## src/rtl/gen_gamma_seq.sv

```systemverilog
// Gamma coder sequencer: loads the coder, steps it only when a buffer
// slot is guaranteed, and streams captured words through a 3-deep FIFO.
module gen_gamma_seq #(
    parameter int SIZE  = 8,
    parameter int CNT_W = 16
) (
    input  logic             clk,
    input  logic             rst_n,
    input  logic             start,
    input  logic             abort,
    input  logic [SIZE-1:0]  seed,
    input  logic [CNT_W-1:0] len,
    output logic             busy,
    output logic             done,
    output logic [SIZE-1:0]  coder_id,
    output logic             coder_set0,
    output logic             coder_set1,
    output logic             coder_en,
    input  logic [SIZE-1:0]  coder_nk,
    output logic [SIZE-1:0]  g_data,
    output logic             g_valid,
    input  logic             g_ready
);

    typedef enum logic [2:0] {
        S_IDLE,
        S_LOAD0,
        S_LOAD1,
        S_RUN,
        S_DRAIN
    } state_t;

    state_t           r_state;
    logic [CNT_W-1:0] r_len;
    logic [CNT_W-1:0] r_issued;
    logic [CNT_W-1:0] r_captured;
    logic [SIZE-1:0]  r_id;
    logic [SIZE-1:0]  r_mem [3];
    logic [1:0]       r_count;
    logic [1:0]       r_wr;
    logic [1:0]       r_rd;
    logic             r_busy;
    logic             r_done;
    logic             r_set0;
    logic             r_set1;
    logic             r_en;
    logic             r_en_q;

    logic             w_push;
    logic             w_pop;
    logic [1:0]       w_count_nxt;
    logic             w_issue;
    logic             w_drained;

    function automatic logic [1:0] inc3(input logic [1:0] p);
        return (p == 2'd2) ? 2'd0 : p + 2'd1;
    endfunction

    assign w_push      = r_en_q;
    assign w_pop       = g_valid & g_ready;
    assign w_count_nxt = r_count + {1'b0, w_push} - {1'b0, w_pop};

    // Next-cycle enable: words already buffered plus the one in flight
    // must leave room for the word this enable will produce.
    assign w_issue = (r_state == S_LOAD1 || r_state == S_RUN)
                   && (r_issued != r_len)
                   && (({1'b0, w_count_nxt} + {2'b00, r_en}) < 3'd3);

    assign w_drained = (r_captured == r_len) && !r_en_q
                     && (w_count_nxt == 2'd0);

    always_ff @(posedge clk or negedge rst_n) begin
        if (!rst_n) begin
            r_state    <= S_IDLE;
            r_len      <= '0;
            r_issued   <= '0;
            r_captured <= '0;
            r_id       <= '0;
            r_count    <= '0;
            r_wr       <= '0;
            r_rd       <= '0;
            r_busy     <= 1'b0;
            r_done     <= 1'b0;
            r_set0     <= 1'b0;
            r_set1     <= 1'b0;
            r_en       <= 1'b0;
            r_en_q     <= 1'b0;
            for (int i = 0; i < 3; i++) r_mem[i] <= '0;
        end else if (abort) begin
            r_state <= S_IDLE;
            r_count <= '0;
            r_wr    <= '0;
            r_rd    <= '0;
            r_busy  <= 1'b0;
            r_done  <= 1'b0;
            r_set0  <= 1'b0;
            r_set1  <= 1'b0;
            r_en    <= 1'b0;
            r_en_q  <= 1'b0;
        end else begin
            r_done  <= 1'b0;
            r_en_q  <= r_en;
            r_en    <= w_issue;
            r_count <= w_count_nxt;
            if (w_push) begin
                r_mem[r_wr] <= coder_nk;
                r_wr        <= inc3(r_wr);
                r_captured  <= r_captured + CNT_W'(1);
            end
            if (w_pop) r_rd <= inc3(r_rd);
            if (w_issue) r_issued <= r_issued + CNT_W'(1);
            unique case (r_state)
                S_IDLE: begin
                    if (start && len != '0) begin
                        r_len      <= len;
                        r_id       <= seed;
                        r_issued   <= '0;
                        r_captured <= '0;
                        r_busy     <= 1'b1;
                        r_set0     <= 1'b1;
                        r_state    <= S_LOAD0;
                    end else if (start) begin
                        r_done <= 1'b1;
                    end
                end
                S_LOAD0: begin
                    r_set1  <= 1'b1;
                    r_state <= S_LOAD1;
                end
                S_LOAD1: begin
                    r_set0  <= 1'b0;
                    r_set1  <= 1'b0;
                    r_state <= S_RUN;
                end
                S_RUN: begin
                    if (r_issued == r_len) r_state <= S_DRAIN;
                end
                S_DRAIN: begin
                    if (w_drained) begin
                        r_busy  <= 1'b0;
                        r_done  <= 1'b1;
                        r_state <= S_IDLE;
                    end
                end
                default: r_state <= S_IDLE;
            endcase
        end
    end

    assign busy       = r_busy;
    assign done       = r_done;
    assign coder_id   = r_id;
    assign coder_set0 = r_set0;
    assign coder_set1 = r_set1;
    assign coder_en   = r_en;
    assign g_valid    = (r_count != 2'd0);
    assign g_data     = r_mem[r_rd];

endmodule

```

## config.mk

```make
export PLATFORM = sky130hd
export DESIGN_NAME = gen_gamma_seq
export DESIGN_NICKNAME = d
export VERILOG_FILES = /design/src/rtl/gen_gamma_seq.sv
export SDC_FILE = /design/constraint.sdc
export NUM_CORES = 1
export LEC_CHECK = 0
export ABC_AREA = 1
export CAP_MARGIN = 20
export CORE_MARGIN = 2
export CORE_UTILIZATION = 50
export DETAILED_ROUTE_END_ITERATION = 16
export PLACE_DENSITY = 0.73
export REMOVE_ABC_BUFFERS = 1
export SYNTH_ARGS = -nofsm -noshare
export SYNTH_HDL_FRONTEND = slang
export SYNTH_SLANG_ARGS = --single-unit
```

## constraint.sdc

```tcl
create_clock -name clk -period 6.2 [get_ports clk]
set_input_delay 0.62 -clock clk [delete_from_list [all_inputs] [get_ports clk]]
set_output_delay 0.62 -clock clk [all_outputs]
set_load 0.005 [all_outputs]
```

==> results of run 1 <==
==> metrics by stage <==
stage	cell area, sq um	total power [mW]	hold slack (ns)	util, %
after floorplan	4950	1.31	0.324	-
after global placement	5700	1.61	0.463	58.3
after detailed placement	5700	1.63	0.469	58.3
after CTS	5930	2.11	0.207	60.6
after global routing	5930	2.25	0.215	60.6
final	5930	2.10	0.189	60.6
==> logic make-up (layout without fill, tap and decap cells) <==
logic type / Yosys count / after routing / synth area share, %
xor+xnor: 15 / 15 / 2.61
flops: 95 / 95 / 47.2
simple gates: 366 / 366 / 31.6
buf+inv: 110 / 172 / 8.95
fa+ha+maj: 6 / 6 / 1.49
compound gates: 79 / 79 / 8.16
==> cell usage in the layout, fill, tap and decap left out, drive strengths merged <==
master	instances
nand2	214
inv	99
dfrtp	95
nor2	76
clkdlybuf4s50	57
o21ai	57
nand3	39
nor3	16
a21oi	13
nand4	11
xor2	10
clkbuf	9
ha	6
xnor2	5
o22ai	5
or2	4
nor3b	3
nor4	2
o21bai	2
bufinv	2
buf	2
clkinv	2
and3	1
a31oi	1
o211ai	1
clkinvlp	1
==> per-layer routing <==
layer | wire length [um] | GRT usage, % | share of wire (%) | up-vias
met5 | 0 | 0 | 0 | -
met4 | 184 | 5.31 | 1.5 | 0
met3 | 769 | 5.26 | 6.3 | 16
met2 | 5730 | 37.7 | 47 | 153
met1 | 5570 | 32.7 | 45 | 2128
li1 | - | - | - | 2213
==> layout make-up <==
cell class | instances | area (sq um) | share of cell area (%)
clock buffer | 9 | 124 | 2.09
sequential | 95 | 2380 | 40.1
tap | 133 | 166 | 2.81
timing repair buffer | 59 | 586 | 9.88
inverter | 97 | 367 | 6.19
clock inverter | 7 | 101 | 1.71
multi-input combinational | 466 | 2200 | 37.2
==> final timing paths <==
path                                                end  depth (start not counted)
worst max-delay path            r_issued[7]$_DFFE_PN0N_                         15
worst min-delay path              r_len[10]$_DFFE_PN0P_                          1
worst max register to register  r_issued[7]$_DFFE_PN0N_                         15
worst min register to register  coder_id[4]$_DFFE_PN0P_                          2
max in group asynchronous       r_issued[5]$_DFFE_PN0N_                          2
min in group clk                coder_id[4]$_DFFE_PN0P_                          2
==> state kept, by name, indices dropped and copies added (netlist names), 2 cells and up <==
name	count
r_len	16
r_count	2
r_captured	16
r_mem	24
r_rd	2
coder_id	8
r_issued	16
r_wr	2
r_state	3
==> power breakdown <==
part           leakage (nW)  switching [mW]  total [mW]  internal, mW
clock                 0.112           0.235       0.467         0.232
sequential             1.27           0.130       0.893         0.763
combinational          1.52           0.403       0.737         0.334
==> critical path, delay by kind of cell, from the launching register on <==
family,cells,cell delay [ns]
buf+inv,2,0.15
flops,1,0.39
xor+xnor,2,0.42
fa+ha+maj,3,0.71
simple gates,7,1.18
compound gates,1,0.44
==> metrics.md, run 1 <==
| Metric | Value |
|---|---|
| Clk_skew | 0.0113 ns |
| Crit end category | flop |
| H-tree levels | 3 |
| Port Buffers | 58 |
| DR vias/cell | 5.21 |
| Post-route ant nets | 0 |
| CP required | 6.43 ns |
| Max Cap Violations | 0 |
| Yosys warns | 0 |
| Slew headroom | 40.8% |
| Max-slew violations | 0 |
| Final Hold Viols | 0 |
| Register bit total from synthesis | 95 |
| Initial antenna violation count | 0 |
| Synth area leader | dfrtp_1 |
| Total number of vias | 4510 |
| Initial core utilization | 51.5% |
| Synth cell types | 37 |
| Post-Syn Area | 0.00503 sq mm |
| N_diodes | 0 |
| Total GRT Usage | 23.5% |
| RSZ-0062 raised after global routing | false |
| Post-cts sizing count | 0 |
| Post-Route WL | 12300 um |
| Status | complete, no violations |
| Residual DRC | 0 |
| DR iter-0 viols | 275 |
| Crit-path cells | or2_2, nand2_1, inv_1, ha_1, inv_1, ha_1, xor2_1, xor2_1, ha_1, a21oi_1, nand3_4, nor2_4, nand3_1, nand2_1, nor2_1 |
| R2R Path Start | r_count[1]$_DFF_PN0_ |
| Leakage | 2.91 nW |
| Post-route minimum period | 3.41 ns |
| Die area | 0.0109 sq mm |
| Post-synth top area share | 47.2% |
| Final Non-Filler Cells | 866 |
| Worst min-delay path class | in -> async |
| Pin count of the biggest net entering global routing | 63 |
| TritonCTS Buffers | 9 |
| Post-DP HPWL | 8710 um |
| Mean Syn Cell Area | 7.50 sq um |
| Setup violators final | 0 |
| Post-synth top cells | nand2_1 (212), dfrtp_1 (95), inv_1 (90) |
| CTS tree | built |
| Worst setup startpoint | r_count[1]$_DFF_PN0_ |
| Cts-stage hold buffer count | 0 |
| CP max stage delay | 0.44 ns |
| Clock Tree Root | clkbuf_8 |
| Worst Setup Start Kind | flop |
| Core area | 0.00977 sq mm |
| Vias in the first global route | 4308 |
| Floorplan row count | 36 |
| VDD IR max | 0.214 mV |
| Asr flop ratio synth | 100% |
| Final setup TNS | 0 ns |
| Synth area leaders | dfrtp_1 (47%), nand2_1 (16%), inv_1 (6.7%) |
| Synth Instances | 671 |
| Fillers | 881 |
| Sink Count | 95 |
| Nets | 771 |
| Slew @ Worst Pin | 0.885 ns |
| Layout cells sized above 1 | 6.14% |
| Reg clk slew, reported paths | 0.10 ns |
| Most frequent CP cell | ha_1 |
| GRT Residual Overflow | 0 |
| Sequential share of the synthesized area | 47.2% |
| Post-synth top flop | dfrtp_1 |
| Most frequent cell after synthesis | nand2_1 |
| Final worst-path cycle share | 55.0% |
| TritonRoute pass-1 iters | 5 |
| Routed len/inst | 14.2 um |
| Maximum clock insertion buffer count | 2 |
| First-pass GRT wire length | 20800 um |
| Placer Congestion | 0.877 |
| Cells after DPL | 850 |
| Placement Setup Slack | 2.47 ns |
| EDFF count, synth | 0 |
| Skew-Pair Late Insertion Delay | 0.37 ns |
| Ports | 59 |
| Area grow syn2layout | 17.8% |
| FF-to-FF setup slack | 2.79 ns |
| Pwr dens | 354 mW/mm^2 |
| Die X | 104 um |
| Final worst setup slack | 2.79 ns |
| Fmax | 293 MHz |
| Crit-path slowest cell | a21oi_1 |
| CP arrival | 3.64 ns |
| WS Path Type | reg -> reg |
| CP max FO | 13 |
| Postcts setup bufs | 0 |
| Die span in y | 104 um |
Note: power is estimated with default switching activity, not from simulation.
==> run 2, diff against run 1 <==
--- a/config.mk
+++ b/config.mk
@@ -10,7 +10,7 @@
 export CORE_MARGIN = 2
 export CORE_UTILIZATION = 50
 export DETAILED_ROUTE_END_ITERATION = 16
-export PLACE_DENSITY = 0.73
+export PLACE_DENSITY = 0.75
 export REMOVE_ABC_BUFFERS = 1
 export SYNTH_ARGS = -nofsm -noshare
 export SYNTH_HDL_FRONTEND = slang
==> constraint.sdc (replaced) <==
create_clock -name clk -period 2.8 [get_ports clk]
set_input_delay 0.28 -clock clk [delete_from_list [all_inputs] [get_ports clk]]
set_output_delay 0.28 -clock clk [all_outputs]
set_load 0.005 [all_outputs]
==> metrics.md, run 2 (synthesis results as in run 1) <==
| Metric | Value |
|---|---|
| Status | finished with violations |
| Failing checks | negative setup slack |
| Core area | 0.00977 sq mm |
| CP required | 3.07 ns |
| R2R Path Start | r_count[1]$_DFF_PN0_ |
| Cells after DPL | 867 |
| Sw Ratio | 37.3% |
| Setup violators final | 15 |
| Commonest cells after routing, fill and taps aside | nand2_1 (209), dfrtp_1 (95), inv_1 (88), nor2_1 (66), clkdlybuf4s50_1 (57) |
| Reg clk slew, reported paths | 0.11 ns |
| Final worst setup slack | -0.163 ns |
| Post-DP HPWL | 8950 um |
| Die span in y | 104 um |
| Worst min-delay path class | in -> reg |
| Commonest non-fill, non-tap cell in the layout | nand2_1 |
| Biggest register | r_mem |
| Hold path cells | 3 |
| Sw Pwr | 1.81 mW |
| Routed len/inst | 14.2 um |
| Final Hold Viols | 0 |
| Post-Route WL | 12600 um |
| TritonCTS Buffers | 9 |
| Clk_skew | 0.0102 ns |
| Clock share of power | 20.1% |
| Ports | 59 |
| Vias in the first global route | 4626 |
| Placement Setup Slack | -0.225 ns |
| Pin count of the biggest net entering global routing | 50 |
| Placement Cell Area | 0.00585 sq mm |
| Min-Delay Endpoint | coder_id[6]$_DFFE_PN0P_ |
| Die area | 0.0109 sq mm |
| TritonRoute pass-1 iters | 5 |
| GRT Residual Overflow | 0 |
| Crit end category | flop |
| Post-layout util | 63.8% |
| Reg2Reg Depth | 17 |
| Maximum clock insertion buffer count | 2 |
| Skew-Pair Late Insertion Delay | 0.38 ns |
| Clock Tree Root | clkbuf_8 |
| Layout cells sized above 1 | 11.4% |
| Final worst-path cycle share | 106% |
| FF-to-FF setup slack | -0.16 ns |
| Initial antenna violation count | 0 |
| First-pass GRT wire length | 21600 um |
| CP arrival | 3.23 ns |
| Max-slew violations | 0 |
| Die X | 104 um |
| RSZ-0062 raised after global routing | true |
| Power Internal | 3.04 mW |
| Post-route minimum period | 2.96 ns |
| CP max FO | 7 |
| DR iter-0 viols | 281 |
| Critical R2R Capture | r_issued[14]$_DFFE_PN0N_ |
| Max Cap Violations | 0 |
| Sequential Power Share | 40.8% |
| Pwr dens | 778 mW/mm^2 |
| Fmax | 338 MHz |
| Final setup TNS | -1.27 ns |
| Tot Pwr | 4.85 mW |
| CTS tree | built |
| Port Buffers | 58 |
| H-tree levels | 3 |
| Max reg flops | 24 |
| Floorplan row count | 36 |
| VDD IR max | 0.520 mV |
| Placer Congestion | 0.928 |
| Total number of vias | 4647 |
| Worst hold start | seed[6] |
| Post-layout instance area | 0.00623 sq mm |
| Slew @ Worst Pin | 0.700 ns |
| Post-route ant nets | 0 |
| WS Path Type | reg -> reg |
| N_diodes | 0 |
| Initial core utilization | 51.5% |
| Sink Count | 95 |
| Total GRT Usage | 24.1% |
| Worst hold margin | 0.435 ns |
| Area grow syn2layout | 23.8% |
| Final Non-Filler Cells | 890 |
| Worst Setup Start Kind | flop |
| DR vias/cell | 5.22 |
| Nets | 795 |
| Slew headroom | 53.2% |
| Logic pwr share | 39.1% |
| Leakage | 3.03 nW |
| Residual DRC | 0 |
[run 2: cell types whose count changed in the layout (fill, tap and decap cells not counted), sizes merged]
cell	delta
dlygate4sd3	+1
inv	+1
clkinv	+1
bufinv	-1
buf	+23
clkinvlp	-1
[run 2: cell type report]
| class | count | area [sq um] |
|---|---|---|
| repair buffers | 83 | 801 |
| inverters | 97 | 372 |
| well taps | 133 | 166 |
| flip-flops and latches | 95 | 2380 |
| clock inverters | 7 | 85.1 |
| multi-input cells | 466 | 2310 |
| clock buffers | 9 | 124 |
| fillers | 825 | 3540 |
[run 2: what timing repair did]
item                       CTS  global route
setup endpoints to repair   16            17
hold buffers                 1             0
setup buffers                2             4
gates resized for setup     15            16
pin swaps                   10            11
cloned                       0             0
hold endpoints to repair    48             0
[run 2: how the worst max path moves through the flow]
stage,from,end,slack (ns),cells after the start
2_1_floorplan,r_count[1]$_DFF_PN0_,r_issued[13]$_DFFE_PN0N_,-0.18,14
3_3_place_gp,g_ready,r_issued[8]$_DFFE_PN0N_,-0.13,17
3_5_place_dp,g_ready,r_issued[8]$_DFFE_PN0N_,-0.22,17
4_1_cts,r_count[0]$_DFF_PN0_,r_issued[13]$_DFFE_PN0N_,-0.004,15
5_1_grt,r_count[1]$_DFF_PN0_,r_issued[13]$_DFFE_PN0N_,-0.36,15
6_report,r_count[1]$_DFF_PN0_,r_issued[14]$_DFFE_PN0N_,-0.16,17
[run 2: power by group through the flow]
| stage | combinational, mW | sequential, mW | clock (mW) |
|---|---|---|---|
| 2_1_floorplan | 0.968 | 1.92 | 0 |
| 3_3_place_gp | 1.68 | 1.98 | 0 |
| 3_5_place_dp | 1.73 | 1.99 | 0 |
| 4_1_cts | 1.80 | 1.97 | 0.993 |
| 5_1_grt | 2.14 | 2.02 | 1.05 |
| 6_report | 1.90 | 1.98 | 0.975 |
[run 2: critical path, stage by stage (launching register included)]
cell     delay (ns)
dfrtp_1        0.40
or2_4          0.27
nand2_4        0.07
inv_4          0.04
ha_4           0.26
inv_4          0.03
ha_4           0.15
xor2_2         0.14
xor2_1         0.27
ha_1           0.29
a21oi_2        0.16
buf_6          0.13
buf_4          0.11
nand4_4        0.20
nor2_2         0.17
nand2_1        0.06
nand2_1        0.06
nor2_1         0.04
[run 2: routing by layer]
| metal | up-vias | part of all wire [%] | track usage, % |
|---|---|---|---|
| met5 | - | 0 | 0 |
| met4 | 0 | 1.4 | 5.89 |
| met3 | 21 | 6.2 | 5.89 |
| met2 | 132 | 49 | 39.7 |
| met1 | 2225 | 43 | 31.9 |
| li1 | 2269 | - | - |
